==> src/rtl/mux4_rr_sel_arbiter_pkg.sv <==
// mux4_rr_sel_arbiter_pkg: shared state encodings, sizes and one-hot helper for the mux4 arbiter
package mux4_rr_sel_arbiter_pkg;
   localparam int NUM_SRC = 4;
   localparam int IDX_W   = 2;
   typedef enum logic {ST_IDLE = 1'b0, ST_GRANT = 1'b1} state_t;
   function automatic logic [NUM_SRC-1:0] onehot(input logic [IDX_W-1:0] i);
      return NUM_SRC'(1) << i;
   endfunction
endpackage

==> src/rtl/mux4_rr_sel_arbiter_rr_pick4.sv <==
// rr_pick4: combinational round-robin pick, first set bit of req&~mask searching upward from last_ptr+1
module rr_pick4
   import mux4_rr_sel_arbiter_pkg::*;
(
   input  logic [NUM_SRC-1:0] req,
   input  logic [NUM_SRC-1:0] mask,
   input  logic [IDX_W-1:0]   last_ptr,
   output logic [IDX_W-1:0]   pick,
   output logic               pick_vld
);
   logic [NUM_SRC-1:0] r;
   logic [IDX_W-1:0]   c;
   assign r = req & ~mask;
   // descending scan: the last hit written is the closest one after last_ptr
   always_comb begin
      pick     = '0;
      pick_vld = 1'b0;
      c        = '0;
      for (int k = NUM_SRC; k >= 1; k--) begin
         c = last_ptr + IDX_W'(k);
         if (r[c]) begin
            pick     = c;
            pick_vld = 1'b1;
         end
      end
   end
endmodule

==> src/rtl/mux4_rr_sel_arbiter.sv <==
// mux4_rr_sel_arbiter: round-robin arbiter with dwell preemption driving s1/s0 of a 4:1 mux
// Optional MUX4_ARB_LOCK_EN adds a lock input that suppresses dwell preemption.
module mux4_rr_sel_arbiter
   import mux4_rr_sel_arbiter_pkg::*;
#(
   parameter int DWELL_CYCLES = 8,
   parameter int CNT_W        = 4
) (
   input  logic               clk,
   input  logic               rst,
   input  logic [NUM_SRC-1:0] req,
`ifdef MUX4_ARB_LOCK_EN
   input  logic               lock,
`endif
   input  logic               done,
   output logic [NUM_SRC-1:0] gnt,
   output logic               gnt_valid,
   output logic               s1,
   output logic               s0
);
   localparam logic [CNT_W-1:0] CMAX = CNT_W'(DWELL_CYCLES - 1);
   state_t             st, st_nx;
   logic [CNT_W-1:0]   cnt;
   logic [IDX_W-1:0]   last_ptr, idx, pick;
   logic               pick_vld, granted, others, preempt, rel, load, no_lock;
`ifdef MUX4_ARB_LOCK_EN
   assign no_lock = ~lock;
`else
   assign no_lock = 1'b1;
`endif
   assign granted = st == ST_GRANT;
   assign others  = |(req & ~gnt);
   assign preempt = cnt == CMAX && others && no_lock;
   assign rel     = granted && (done || !req[idx] || preempt);
   assign load    = pick_vld && (!granted || rel);
   // while granted, search from the grantee so it falls to lowest priority
   rr_pick4 u_pick (
      .req      (req),
      .mask     (granted ? onehot(idx) : '0),
      .last_ptr (granted ? idx : last_ptr),
      .pick     (pick),
      .pick_vld (pick_vld)
   );
   always_ff @(posedge clk) begin
      if (rst) begin
         st       <= ST_IDLE;
         cnt      <= '0;
         last_ptr <= 2'd3;
         idx      <= '0;
      end else begin
         st       <= st_nx;
         cnt      <= (load || !granted) ? '0 : (cnt == CMAX ? cnt : cnt + 1'b1);
         last_ptr <= rel ? idx : last_ptr;
         idx      <= load ? pick : idx;
      end
   end
   always_comb begin
      st_nx = granted ? (rel ? (pick_vld ? ST_GRANT : ST_IDLE) : ST_GRANT) : (pick_vld ? ST_GRANT : ST_IDLE);
   end
   always_comb begin
      gnt       = granted ? onehot(idx) : '0;
      gnt_valid = granted;
      s1        = idx[1];
      s0        = idx[0];
   end
endmodule

==> config.mk <==
export PLATFORM = sky130hd
export DESIGN_NAME = mux4_rr_sel_arbiter
export DESIGN_NICKNAME = d
export VERILOG_FILES = /design/src/rtl/mux4_rr_sel_arbiter_pkg.sv /design/src/rtl/mux4_rr_sel_arbiter_rr_pick4.sv /design/src/rtl/mux4_rr_sel_arbiter.sv
export SDC_FILE = /design/constraint.sdc
export NUM_CORES = 1
export LEC_CHECK = 0
export CORE_MARGIN = 2
export CORE_UTILIZATION = 35
export DETAILED_ROUTE_END_ITERATION = 10
export GPL_TIMING_DRIVEN = 0
export PLACE_DENSITY_LB_ADDON = 0.25
export SETUP_SLACK_MARGIN = 0.05
export SLEW_MARGIN = 20
export SYNTH_ARGS = -nofsm -noshare
export SYNTH_HDL_FRONTEND = slang
export SYNTH_SLANG_ARGS = --single-unit
==> constraint.sdc <==
create_clock -name clk -period 2.61 [get_ports clk]
set_clock_uncertainty 0.2 [all_clocks]
set_input_delay 0.6525 -clock clk [delete_from_list [all_inputs] [get_ports clk]]
set_output_delay 0.6525 -clock clk [all_outputs]
set_load 0.03 [all_outputs]
; Yosys cells after proc, flatten, opt, wreduce, memory -nomap -nowiden
; Index checks and enable logic that the tools add are counted.
[totals]
ff_bits = 9
[op_classes]
addsub = 4
magnitude_cmp = 5
n_eq_ne = 1
shift = 1
muxes = 23
n_bitwise = 2
n_reduce_logical = 11
[ops]
columns = cell, count
row1 = $lt A2 B3 Y1 const B, 5
row2 = $mux W1, 12
row3 = $bmux W1 S2, 5
row4 = $mux W2, 5
row5 = $add A2 B2 Y2 const B, 2
row6 = $add A4 B1 Y4 const B, 1
row7 = $and A4 B4 Y4, 1
row8 = $eq A4 B3 Y1 const B, 1
row9 = $logic_or A1 B1 Y1, 4
row10 = $mux W4, 1
row11 = $not A4 Y4, 1
row12 = $reduce_or A4 Y1, 1
row13 = $shl A1 B2 Y4 const A, 1
row14 = $logic_and A1 B1 Y1, 3
row15 = $add A2 B1 Y2 const B, 1
row16 = $logic_not A1 Y1, 2
row17 = $reduce_or A2 Y1, 1

; Longest topological paths before layout
[depth]
ltp_word = 13
depth_mapped = 6

; Modules after synthesis
; Synthesis repeated with hierarchy kept, for this count alone.
[hier_totals]
hier_cells = 80
hier_area_um2 = 710.7
[modules_own_cells]
columns = module, instances, cells_each, area_per_inst_um2, seq_area_each_um2
row1 = mux4_rr_sel_arbiter, 1, 62, 586.8, 180.2
row2 = rr_pick4, 1, 18, 123.9, 0.0

; Worst setup path before layout
; No wires, ideal clock.
[synth_timing]
path_type = register to output
start = register idx[0]
end = output gnt[1]
arrival_ns = 1.254
setup_slack_ns = 0.503
stages_incl_launch_ff = 4
cell_sequence = dfxtp_1 buf_6 inv_1 nor2_1
[synth_via]
elab_chain_cells = 2
[synth_rtl]
columns = item, line_no
row1 = start: declaration, mux4_rr_sel_arbiter.sv:24  ; logic [IDX_W-1:0] last_ptr, idx, pick;
row2 = start signal: assignment, mux4_rr_sel_arbiter.sv:54  ; idx <= load ? pick : idx;
row3 = $shl A1 B2 Y4, mux4_rr_sel_arbiter_pkg.sv:7  ; return NUM_SRC'(1) << i;
row4 = $mux W4, mux4_rr_sel_arbiter.sv:61  ; gnt = granted ? onehot(idx) : '0;
row5 = end: declaration, mux4_rr_sel_arbiter.sv:16  ; output logic [NUM_SRC-1:0] gnt,
; No other way between the ends.

; Worst setup path after layout
[layout_timing]
start = register idx[1]
end = output gnt[2]
; The elaborated chain is that of the path after synthesis.

==> impl_metrics.yaml <==
finish:
  areaGrowthSynthToFinish_pct: 24.7
  fin_util_pct: 46.2
  multi_input_area_sq_um: 488
  num-fill-cells: 207
  fin_nets: 114
  regArea_sq_um: 180
  drive_gt1_share_pct: 10.5
  antenna_cells: 0
worst_hold_path:
  hp-class: "reg2reg"
  holdPathStages: 2
clock_tree:
  cts_sinks: 9
  clk_pin_slew_worst_paths_ns: 0.06
  cts_tree: "done"
  clk_path_buf_depth: 2
  cts_setup_buffers: 0
  cts_buffers: 3
  root_buffer: "clkbuf_4"
  cts_htree_levels: 1
  cts_hold_buffers: 0
  worstSkewPairLatency_ns: 0.27
timing:
  setup_viol: 0
  tightest_slew_ns: 0.431
  setup_tns_ns: 0
  period_minus_slack_ns: 2.40
  rsz0062_at_grt: "false"
  finalMaxSlewViolations: 0
  fmax_mhz: 417
  hold_viol_final: 0
  fin_crit_sh_pct: 91.8
  slew_headroom_pct: 71.3
synthesis:
  synth_nets: 97
  postSynthAreaPerCell_sq_um: 8.08
  yosys_warnings: 0
  syn_inst: 89
  synth_seq_cells: 9
  syn_area_sq_um: 719
  ys_seq_area_share_pct: 25.0
  ys_types: 35
pwr:
  ir_drop_uv: 240
  p_per_area_nw_per_um2: 533
  p_leak_nw: 0.376
setup_path:
  cp-start-kind: "register"
  crit_arrival_ns: 1.54
  crit_fanout: 7
  worst-r2r-cell-count: 6
  worstSetupPathType: "reg2out"
  worstPathRequired_ns: 1.76
  end_kind: "output port"
drt:
  routed_wl_um: 1720
  antenna_left: 0
  drtPass1Iterations: 4
  drt_iter0_drc: 15
  routed_via_density: 5.46
  drc: 0
  dr_total_vias: 721
  wire_per_inst_um: 13.0
placed_design:
  gp_congestion: 0.879
  hpwl_um: 1300
  io_buffers: 12
global_routing:
  grt_use_met3_pct: 3.37
  busiest_layer: "met2"
  use_met2_pct: 25.7
  antenna_found_initial: 0
  grt_pass1_vias: 672
  grt_max_degree: 11
  track_usage_pct: 15.5
  grt_pass1_wl_um: 2920
  grt.met1_usage_pct: 18.9
  grt_overflow: 0
floorplan:
  pin_count: 14
  start_util_pct: 37.0
  dieArea_sq_um: 2430
  die_w_um: 49.3
  fp.coreArea_sq_um: 1940
  rows: 16
  dieHeight_um: 49.3
job:
  cap_viol_max_count: 0
status:
  status: "finished clean"
[power breakdown]
group          internal [mW]  switching, mW  total (mW)
Combinational         0.0901          0.113       0.203
Sequential             0.149         0.0144       0.163
Clock                 0.0592         0.0526       0.112
[path summary, 6_finish.rpt]
path,slack [ns],endpoint,start
hold reg to reg,0.33,cnt[1]$_SDFFE_PP0N_,cnt[1]$_SDFFE_PP0N_
setup reg to reg,0.64,last_ptr[0]$_SDFFE_PP1P_,idx[0]$_SDFFE_PP0P_
hold / removal,0.33,cnt[1]$_SDFFE_PP0N_,cnt[1]$_SDFFE_PP0N_
setup / recovery,0.21,gnt[2],idx[1]$_SDFFE_PP0P_
[registers in the layout, indices dropped and copies added, names as in the netlist]
name	cells
cnt	4
idx	2
last_ptr	2
gnt_valid	1
[kinds of logic after synthesis]
| kind of cell | Yosys count | synth area share [%] |
|---|---|---|
| xor+xnor | 1 | 1.22 |
| fa+ha+maj | 1 | 1.74 |
| mux | 7 | 10.6 |
| simple gates | 34 | 22.3 |
| buf+inv | 11 | 7.13 |
| compound gates | 26 | 32.0 |
| flops | 9 | 25.0 |
[critical path: stages, from the launching register on]
cell and delay (ns):
dfxtp_1 0.44, nand2_1 0.24, nor2_1 0.18, dlygate4sd2_1 0.42
[stage by stage]
step / total power, mW / setup slack, ns / hold WS [ns] / cells / cell area [sq um]
4_1_cts: 0.480 / 0.218 / 0.334 / 132 / 895
3_5_place_dp: 0.373 / -0.0562 / 0.319 / 128 / 873
3_3_place_gp: 0.371 / -0.0618 / 0.306 / 128 / 873
6_report: 0.478 / 0.215 / 0.326 / 132 / 897
5_1_grt: 0.509 / 0.0976 / 0.374 / 132 / 897
2_1_floorplan: 0.312 / 0.503 / 0.288 / 89 / 719
[placed cells by master, fill, tap and decap left out, drive strengths merged, types with 2 or more instances in the layout]
cell           instances
nor2                  15
dfxtp                  9
clkdlybuf4s50          7
inv                    6
mux2i                  5
clkbuf                 5
nand2                  4
o221ai                 4
dlygate4sd2            4
o22a                   4
buf                    4
nand2b                 3
nand3                  3
nor2b                  3
nor3                   3
o21ai                  3
o21a                   2
a32o                   2
a22oi                  2
a21oi                  2
mux2                   2
[timing repair]
action | CTS | global route
endpoints found under the setup margin | 4 | 1
gates cloned | 0 | 0
endpoints found under the hold margin | 0 | 0
resized for setup | 4 | 1
[cell type report]
class	instances	area share, %
multi-input cells	69	54.4
well taps	27	3.77
flip-flops and latches	9	20.1
plain buffers	5	3.21
inverters	6	2.51
repair buffers	12	13.1
clock buffers	4	2.93
[synthesized netlist by cell type]
cell      number  area, sq um
a211o_1        1         8.76
a211oi_1       1         7.51
a21oi_1        2         10.0
a221oi_1       1         8.76
a22oi_1        2         15.0
a32o_1         2         20.0
buf_1          1         3.75
buf_2          2         10.0
buf_6          1         11.3
clkbuf_1       1         3.75
dfxtp_1        9          180
ha_1           1         12.5
inv_1          6         22.5
mux2_2         1         11.3
mux2_4         1         15.0
mux2i_1        5         50.1
nand2_1        4         15.0
nand2b_1       3         18.8
nand3_1        3         15.0
nand3b_1       1         7.51
nor2_1        15         56.3
nor2b_1        3         18.8
nor3_1         3         15.0
nor3b_1        1         7.51
nor4_1         1         6.26
o211ai_1       1         7.51
o21a_1         2         15.0
o21ai_0        3         15.0
o221ai_1       4         35.0
o22a_1         3         26.3
o22a_4         1         17.5
o22ai_1        1         6.26
o31a_2         1         10.0
o32ai_4        1         27.5
xnor2_1        1         8.76
[metal layers]
layer / routed length (um) / part of all wire, % / up-vias
met1: 800 / 47 / 335
li1: - / - / 362
met4: 43 / 2.5 / 0
met5: 0 / 0 / -
met2: 778 / 45 / 19
met3: 93 / 5.4 / 5
Note: power is estimated with default switching activity, not from simulation.
